$ cat config.mk
export PLATFORM = sky130hd
export DESIGN_NAME = mc_datapath
export DESIGN_NICKNAME = d
export VERILOG_FILES = /design/src/rtl/mc_pkg.sv /design/src/rtl/mc_alu.sv /design/src/rtl/mc_datapath.sv
export SDC_FILE = /design/constraint.sdc
export NUM_CORES = 2
export LEC_CHECK = 0
export ABC_AREA = 0
export CAP_MARGIN = 40
export CORE_ASPECT_RATIO = 1.25
export CORE_MARGIN = 2
export CORE_UTILIZATION = 45
export CTS_CLUSTER_SIZE = 16
export DETAILED_ROUTE_END_ITERATION = 8
export PLACE_DENSITY = 0.68
export SLEW_MARGIN = 20
export SYNTH_ARGS = -nofsm -noshare
export SYNTH_HDL_FRONTEND = slang
export SYNTH_HIERARCHICAL = 1
export SYNTH_SLANG_ARGS = --single-unit
$ cat constraint.sdc
create_clock -name clk -period 12.75 [get_ports clk]
set_clock_uncertainty 0.1 [all_clocks]
set_input_delay 1.9125 -clock clk [delete_from_list [all_inputs] [get_ports clk]]
set_output_delay 1.9125 -clock clk [all_outputs]
set_load 0.005 [all_outputs]
$ cat src/rtl/mc_pkg.sv
// Shared definitions for the multi-cycle MIPS-subset datapath: encodings,
// ALU control codes, controller states and small decode helpers.
package mc_pkg;

    localparam logic [5:0] OP_RTYPE = 6'h00;
    localparam logic [5:0] OP_ADDI  = 6'h08;
    localparam logic [5:0] OP_LW    = 6'h23;
    localparam logic [5:0] OP_SW    = 6'h2B;
    localparam logic [5:0] OP_BEQ   = 6'h04;

    localparam logic [5:0] FN_ADD = 6'h20;
    localparam logic [5:0] FN_SUB = 6'h22;
    localparam logic [5:0] FN_AND = 6'h24;
    localparam logic [5:0] FN_OR  = 6'h25;
    localparam logic [5:0] FN_SLT = 6'h2A;

    typedef enum logic [3:0] {
        ALU_AND = 4'd0,
        ALU_OR  = 4'd1,
        ALU_ADD = 4'd2,
        ALU_SUB = 4'd6,
        ALU_SLT = 4'd7
    } alu_ctl_e;

    typedef enum logic [2:0] {
        ST_RST, ST_FETCH, ST_DECODE, ST_EXEC, ST_MEM, ST_WB, ST_HALT
    } state_e;

    function automatic alu_ctl_e funct_to_alu(input logic [5:0] funct);
        case (funct)
            FN_SUB:  return ALU_SUB;
            FN_AND:  return ALU_AND;
            FN_OR:   return ALU_OR;
            FN_SLT:  return ALU_SLT;
            default: return ALU_ADD;
        endcase
    endfunction

    function automatic logic is_legal(input logic [5:0] opcode, input logic [5:0] funct);
        case (opcode)
            OP_RTYPE: return funct inside {FN_ADD, FN_SUB, FN_AND, FN_OR, FN_SLT};
            OP_ADDI, OP_LW, OP_SW, OP_BEQ: return 1'b1;
            default:  return 1'b0;
        endcase
    endfunction

endpackage

$ cat src/rtl/mc_alu.sv
// Combinational ALU shared by branch-target, address and R-type computation.
module mc_alu
    import mc_pkg::*;
#(
    parameter int DATA_W = 32
) (
    input  alu_ctl_e            ctl,
    input  logic [DATA_W-1:0]   a,
    input  logic [DATA_W-1:0]   b,
    output logic [DATA_W-1:0]   y,
    output logic                zero
);

    always_comb begin
        case (ctl)
            ALU_AND: y = a & b;
            ALU_OR:  y = a | b;
            ALU_SUB: y = a - b;
            ALU_SLT: y = {{(DATA_W-1){1'b0}}, ($signed(a) < $signed(b))};
            default: y = a + b;
        endcase
    end

    assign zero = (y == '0);

endmodule

$ cat src/rtl/mc_datapath.sv
// Multi-cycle MIPS-subset datapath: FSM-sequenced FETCH/DECODE/EXEC/MEM/WB over
// one shared memory port with a req/ready handshake.
module mc_datapath
    import mc_pkg::*;
#(
    parameter int               DATA_W   = 32,
    parameter int               ADDR_W   = 16,
    parameter int               NREGS    = 32,
    parameter logic [ADDR_W-1:0] RESET_PC = '0
) (
    input  logic                clk,
    input  logic                rst_n,
    output logic                mem_req,
    output logic                mem_we,
    output logic [ADDR_W-1:0]   mem_addr,
    output logic [DATA_W-1:0]   mem_wdata,
    input  logic [DATA_W-1:0]   mem_rdata,
    input  logic                mem_ready,
    output logic                retire,
    output logic                halted,
    output logic [ADDR_W-1:0]   dbg_pc
);

    localparam int RIDX_W = (NREGS > 1) ? $clog2(NREGS) : 1;

    state_e              state_q, state_d;
    logic [ADDR_W-1:0]   pc_q, pc_d;
    logic [31:0]         ir_q, ir_d;
    logic [DATA_W-1:0]   a_q, a_d, b_q, b_d, alu_q, alu_d, mdr_q, mdr_d;
    logic                retire_q, retire_d;
    logic [DATA_W-1:0]   regs_q [NREGS];

    logic                rf_we;
    logic [RIDX_W-1:0]   rf_waddr;
    logic [DATA_W-1:0]   rf_wdata;

    logic [5:0]          opcode, funct;
    logic [RIDX_W-1:0]   rs, rt, rd;
    logic [DATA_W-1:0]   imm_sext;
    logic                is_sw;

    alu_ctl_e            alu_ctl;
    logic [DATA_W-1:0]   alu_a, alu_b, alu_y;
    logic                alu_zero;
    logic                unused_ir_bits;

    assign opcode   = ir_q[31:26];
    assign funct    = ir_q[5:0];
    assign rs       = ir_q[21 +: RIDX_W];
    assign rt       = ir_q[16 +: RIDX_W];
    assign rd       = ir_q[11 +: RIDX_W];
    assign imm_sext = {{(DATA_W-16){ir_q[15]}}, ir_q[15:0]};
    assign is_sw    = (opcode == OP_SW);
    assign unused_ir_bits = ^ir_q[25:6];

    // In DECODE the ALU forms the branch target from the already-incremented PC.
    always_comb begin
        alu_ctl = ALU_ADD;
        alu_a   = a_q;
        alu_b   = imm_sext;
        if (state_q == ST_DECODE) begin
            alu_a = DATA_W'(pc_q);
            alu_b = imm_sext << 2;
        end else if (opcode == OP_RTYPE) begin
            alu_ctl = funct_to_alu(funct);
            alu_b   = b_q;
        end else if (opcode == OP_BEQ) begin
            alu_ctl = ALU_SUB;
            alu_b   = b_q;
        end
    end

    mc_alu #(.DATA_W(DATA_W)) u_alu (
        .ctl  (alu_ctl),
        .a    (alu_a),
        .b    (alu_b),
        .y    (alu_y),
        .zero (alu_zero)
    );

    always_comb begin
        state_d   = state_q;
        pc_d      = pc_q;
        ir_d      = ir_q;
        a_d       = a_q;
        b_d       = b_q;
        alu_d     = alu_q;
        mdr_d     = mdr_q;
        retire_d  = 1'b0;
        rf_we     = 1'b0;
        rf_waddr  = rt;
        rf_wdata  = alu_q;
        mem_req   = 1'b0;
        mem_we    = 1'b0;
        mem_addr  = '0;
        mem_wdata = '0;
        case (state_q)
            ST_RST: state_d = ST_FETCH;
            ST_FETCH: begin
                mem_req  = 1'b1;
                mem_addr = pc_q;
                if (mem_ready) begin
                    ir_d    = mem_rdata[31:0];
                    pc_d    = pc_q + ADDR_W'(4);
                    state_d = ST_DECODE;
                end
            end
            ST_DECODE: begin
                a_d     = regs_q[rs];
                b_d     = regs_q[rt];
                alu_d   = alu_y;
                state_d = is_legal(opcode, funct) ? ST_EXEC : ST_HALT;
            end
            ST_EXEC: begin
                if (opcode == OP_BEQ) begin
                    if (alu_zero) pc_d = alu_q[ADDR_W-1:0];
                    retire_d = 1'b1;
                    state_d  = ST_FETCH;
                end else begin
                    alu_d   = alu_y;
                    state_d = (opcode == OP_LW || is_sw) ? ST_MEM : ST_WB;
                end
            end
            ST_MEM: begin
                mem_req   = 1'b1;
                mem_we    = is_sw;
                mem_addr  = {alu_q[ADDR_W-1:2], 2'b00};
                mem_wdata = is_sw ? b_q : '0;
                if (mem_ready) begin
                    if (is_sw) begin
                        retire_d = 1'b1;
                        state_d  = ST_FETCH;
                    end else begin
                        mdr_d   = mem_rdata;
                        state_d = ST_WB;
                    end
                end
            end
            ST_WB: begin
                rf_we    = 1'b1;
                rf_waddr = (opcode == OP_RTYPE) ? rd : rt;
                rf_wdata = (opcode == OP_LW) ? mdr_q : alu_q;
                retire_d = 1'b1;
                state_d  = ST_FETCH;
            end
            default: state_d = ST_HALT;
        endcase
    end

    always_ff @(posedge clk or negedge rst_n) begin
        if (!rst_n) begin
            state_q  <= ST_RST;
            pc_q     <= RESET_PC;
            ir_q     <= '0;
            a_q      <= '0;
            b_q      <= '0;
            alu_q    <= '0;
            mdr_q    <= '0;
            retire_q <= 1'b0;
        end else begin
            state_q  <= state_d;
            pc_q     <= pc_d;
            ir_q     <= ir_d;
            a_q      <= a_d;
            b_q      <= b_d;
            alu_q    <= alu_d;
            mdr_q    <= mdr_d;
            retire_q <= retire_d;
        end
    end

    // R0 is never written, so it keeps its reset value of zero.
    for (genvar gi = 0; gi < NREGS; gi++) begin : g_reg
        always_ff @(posedge clk or negedge rst_n) begin
            if (!rst_n) begin
                regs_q[gi] <= '0;
            end else if (rf_we && (gi != 0) && (rf_waddr == RIDX_W'(gi))) begin
                regs_q[gi] <= rf_wdata;
            end
        end
    end

    assign retire = retire_q;
    assign halted = (state_q == ST_HALT);
    assign dbg_pc = pc_q;

endmodule

Word-level counts from Yosys, hierarchy flattened:

Index checks and enable logic that the tools add are counted.

* logic and storage cells: 195
* output and inout port bits: 68
* flip-flop bits (word level): 1172
* bits of input ports: 35

* reductions and logical operators: 47
* eq/ne operators: 54
* order comparisons: 3
* add/sub/neg operators: 3
* multiplexer cells: 44
* bitwise gates (word level): 5

Operators by type and width (count)
* 2-to-1 mux 32 bit: 13
* binary-select mux 32 bit (select 5 bit): 2
* case mux 32 bit (4 select lines): 1
* == test 5 bit (second input constant): 16
* case mux 16 bit (2 select lines): 2
* case mux 32 bit (2 select lines): 1
* 2-to-1 mux 16 bit: 3
* == test 6 bit (second input constant): 7
* == test 5 x 4 -> 1 bit (second input constant): 8
* adder 32 bit: 1
* AND 32 bit: 1
* zero test 32 bit: 1
* < comparator 32 bit: 1
* OR 32 bit: 1
* subtractor 32 bit: 1
* logical AND 1 bit: 31
* == test 5 x 3 -> 1 bit (second input constant): 4
* 2-to-1 mux 3 bit: 6
* adder 16 x 3 -> 16 bit (second input constant): 1
* case mux 3 bit (5 select lines): 1
* >= comparator 6 bit (second input constant): 2
* inverter 5 -> 6 bit: 2
* case mux 3 bit (4 select lines): 1
* == test 5 x 2 -> 1 bit (second input constant): 2
* 26 further kinds: 47

Logic depth before layout (Yosys ltp):

* depth after elaboration: 10
* mapped depth: 28
* mapped depth without buffers: 23

Hierarchy:

The synthesis kept the hierarchy.

By module, submodules not included
* mc_datapath: instances 1, cells each 5589, area each 59599.7 um2
* mc_alu: instances 1, cells each 810, area each 5355.1 um2

Least setup slack after synthesis:

No wires, ideal clock.

* path type: reg2reg
* from: register state_q[0]
* to: register pc_q[2] (netlist: dbg_pc[2])
* slack: 6741 ps
* data required time: 12551 ps
* arrival: 5809 ps
* stages on the path, launching flop included: 28
* clock period less this slack: 6009 ps
* cells stage by stage: dfrtp_1 > clkbuf_1 > or3b_2 > clkbuf_1 > clkbuf_1 > clkbuf_1 > clkbuf_1 > o21ai_0 > inv_1 > ha_1 > buf_4 > nor4_2 > o21ai_1 > a21oi_1 > o31ai_1 > o2bb2ai_1 > o41ai_1 > a31oi_1 > a221oi_1 > o22ai_1 > or4_1 > nor4_2 > nand2_1 > or4_4 > o21ai_2 > buf_2 > nor2_1 > a311oi_1

* word-level cells in the longest chain between the ends: 7
* elaborated cells between the ends (all ways): 23

RTL lines
* start: declaration: RTL line mc_datapath.sv:26 `state_e state_q, state_d;`
* start signal: assignment: RTL line mc_datapath.sv:161 `state_q <= state_d;`
* == test 3 x 2 -> 1 bit *: RTL line mc_datapath.sv:61 `if (state_q == ST_DECODE) begin`
* 2-to-1 mux 32 bit *: RTL line mc_datapath.sv:61
* net alu_a[9]: RTL line mc_datapath.sv:43 `logic [DATA_W-1:0] alu_a, alu_b, alu_y;`
* adder 32 bit, or another cell as far along: RTL line mc_alu.sv:20 `default: y = a + b;`
* case mux 32 bit (4 select lines) *: RTL line mc_alu.sv:15 `case (ctl)`
* zero test 32 bit *: RTL line mc_alu.sv:24 `assign zero = (y == '0);`
* net alu_zero: RTL line mc_datapath.sv:44 `logic alu_zero;`
* inequality test 2 bit (no line) *
* AND reduction 4 bit (no line) *
* end signal: assignment: RTL line mc_datapath.sv:162 `pc_q <= pc_d;`
* end: declaration: RTL line mc_datapath.sv:27 `logic [ADDR_W-1:0] pc_q, pc_d;`

Mark *: on every way through the listed nets, which the timed path passes. The rest lies on a longest branch.
A chain may end at the register's enable or synchronous reset.

Final worst setup path:

* from: register state_q[1]
* to: register pc_q[8] (netlist: dbg_pc[8])

The elaborated chain is that of the path after synthesis.

==> metrics <==
peak supply drop 0.000220 V; CTS sink count around 1200; Finished Cell Area 0.0725 mm²; gpl congestion approximately 0.97; Area Growth Syn to Fin 11.6%; Tcrit/Tclk final between 60 and 70%; TNS Setup 0 ns; CTS Buffer Depth 3; total wire length 236 mm; RSZ-0062 raised after global routing false; Initial Util 45.4%; # IOs 103; sequential share of the synthesized area 45.2%; HPWL Detailed 150 mm; post-synthesis cell count between 6000 and 7000; Port Buffers a little over 100; final hold slack 0.397 ns; core area 0.143 mm²; H-tree depth 3; fin crit period about 7.9 ns; post-CTS sizing 0; Seq cells post-synth around 1200; gr ovfl total 0; Synth Cell Area between 0.06 and 0.07 mm²; Final ANT Viol Nets 0; max_cap viols 0; synth warn 70; Worst Hold Class reg -> reg; CP Launch Type flip-flop; syn_area_per_cell 10.2 µm²; clk slew on worst S/H paths 0.07 ns; Final Max Slew Viols 0; initial DRC count 6710; via count 53602; P_leak approximately 30 nW; vias per inst 6.55; crit-path max FO 35; Tightest Pin Transition between 1 and 1.5 ns; crit path kind reg -> reg; WP data required 13.28 ns; CTS tree yes; CP Capture Type flip-flop; share of post-route cells with drive strength above 1 a little under a fifth; global-route usage over all layers about a third; first-pass GRT wire length between 300 and 400 mm; fmax 0.127 GHz; Die H ~430 µm; worst slack, placed 5.04 ns; Post-synth EDFFs 0; relative slew slack a little over 30%; WL/cell 28.9 µm; status finished, final reports clean; clock latency on the worst-skew pair 0.77 ns; post-synth top area share 45.2%; # DRC 0; CTS buffer count between 100 and 150; DR pass1 iterations 7; total power per unit cell area 276 mW/mm²; Final Setup Violations 0; initial antenna violation count 7; largest cells by area after synthesis dfrtp_1, mux4_2, nand2_1, o21ai_0, a21oi_1; Synth cell types 98; Die X 344 µm; Async SR Flop Fraction between 90% and 100%; maximum number of pins on one net before global-route repair 174; clock root buffer clkbuf_16; placement-stage cell area 0.0685 mm²; Rows ~160; Layout Utilization 50.7%; DIE AREA ~0.15 mm²; setup ws final 4.86 ns; postcts setup bufs 0; vias in the first global route 52693; NumNets Final around 6300; hold buffer count at CTS 0; main flop type after synthesis dfrtp_1; Yosys top cell by area dfrtp_1; Fin. Hold Viols 0; CP arrival 8.41 ns
[sequential cells by signal (all words and copies together) (netlist names)]
signal and cells:
a_q 32, regs_q 992, retire 1, alu_q 32, dbg_pc 16, mdr_q 32, ir_q 32, b_q 32
state_q 3
[layout make-up]
type	count	area, µm²
Timing Repair Buffer	290	3200
Inverter	107	402
Clock buffer	150	3190
Tap cell	1884	2360
Fill cell	12614	70600
Sequential cell	1172	29400
Multi-Input combinational cell	4519	33300
Antenna cell	3	7.51
Clock inverter	57	659
[routing by layer]
metal | part of all wire (%) | track usage (%)
met5 | 0.026 | 0
met4 | 7.4 | 19.8
met3 | 10 | 7.57
met2 | 46 | 49.4
met1 | 37 | 39.9
[where the power goes]
group          leakage [nW]  switching (mW)  internal, mW  total [mW]
clock                  1.91            1.55          2.00        3.55
sequential             15.5            1.51          5.19        6.70
combinational          12.8            5.72          4.04        9.76
total                  30.2            8.78          11.2        20.0
[cell families (layout without fill, tap and decap cells)]
logic type	count (synthesis)	after routing	synth area share [%]
fa+ha+maj	99	99	1.93
mux	749	749	19.5
compound gates	1824	1824	16.7
buf+inv	714	604	4.44
xor+xnor	9	9	0.121
other cells	1	10	0.00577
flops	1172	1172	45.2
simple gates	1831	1831	12.2
[metrics by stage]
step           total power, mW  cells
3_5_place_dp              16.2   7964
2_1_floorplan             12.9   6405
3_3_place_gp              15.9   7929
4_1_cts                   19.7   8171
5_1_grt                   21.0   8180
6_report                  20.0   8182
[worst max-delay path, stage by stage, from the launching register on]
cell and delay (ns):
dfrtp_1 0.49, or3b_4 0.78, buf_4 0.52, buf_4 0.51, nand2_1 0.16, nand2_1 0.11, ha_1 0.26, fa_1 0.26
a21o_1 0.16, a21oi_1 0.11, o21ai_1 0.52, a21bo_2 0.36, a31oi_4 0.17, o41ai_1 0.66, o211ai_1 0.17, nand3_1 0.13
o221ai_2 0.10, or4_1 0.55, nor4_2 0.15, nand2_1 0.22, or4_4 0.51, o21ai_2 0.33, o21ai_0 0.22, o2bb2ai_1 0.18
[cell usage in the layout (no fill, tap or decap), drive strengths merged, types with 31 or more instances in the layout]
cell           instances
buf                  189
clkdlybuf4s50        101
mux4                 394
o21ai                654
ha                    97
nand2                858
clkbuf               150
a21oi                660
dfrtp               1172
mux2                 185
clkinv                35
o221ai                61
a22oi                142
nand4                 44
and2                  61
o22ai                 52
inv                  111
nor3                  31
nand3                 87
nor2                 580
nand4b                33
mux2i                170
[cell usage after synthesis, types with 66 or more instances]
library cell  count
mux2_2          185
mux2i_1         170
mux4_2          394
nand3_1          87
nand2_1         858
dfrtp_1        1172
buf_2            78
inv_1           102
o21ai_0         629
a22oi_1         142
nor2_1          579
ha_1             97
clkbuf_1        448
buf_1            66
a21oi_1         628
[worst paths after layout]
| path | start | depth (start not counted) | endpoint | slack [ns] |
|---|---|---|---|---|
| max in group asynchronous | rst_n | 3 | ir_q[17] | 8.99 |
| worst max register to register | state_q[1] | 23 | dbg_pc[8] | 4.86 |
| worst min-delay path | regs_q[46] | 2 | regs_q[46] | 0.40 |
| worst max-delay path | state_q[1] | 23 | dbg_pc[8] | 4.86 |
| worst min register to register | regs_q[46] | 2 | regs_q[46] | 0.40 |
| min in group asynchronous | rst_n | 1 | regs_q[70] | 1.14 |
No activity file was read; power rests on OpenSTA's default activity.
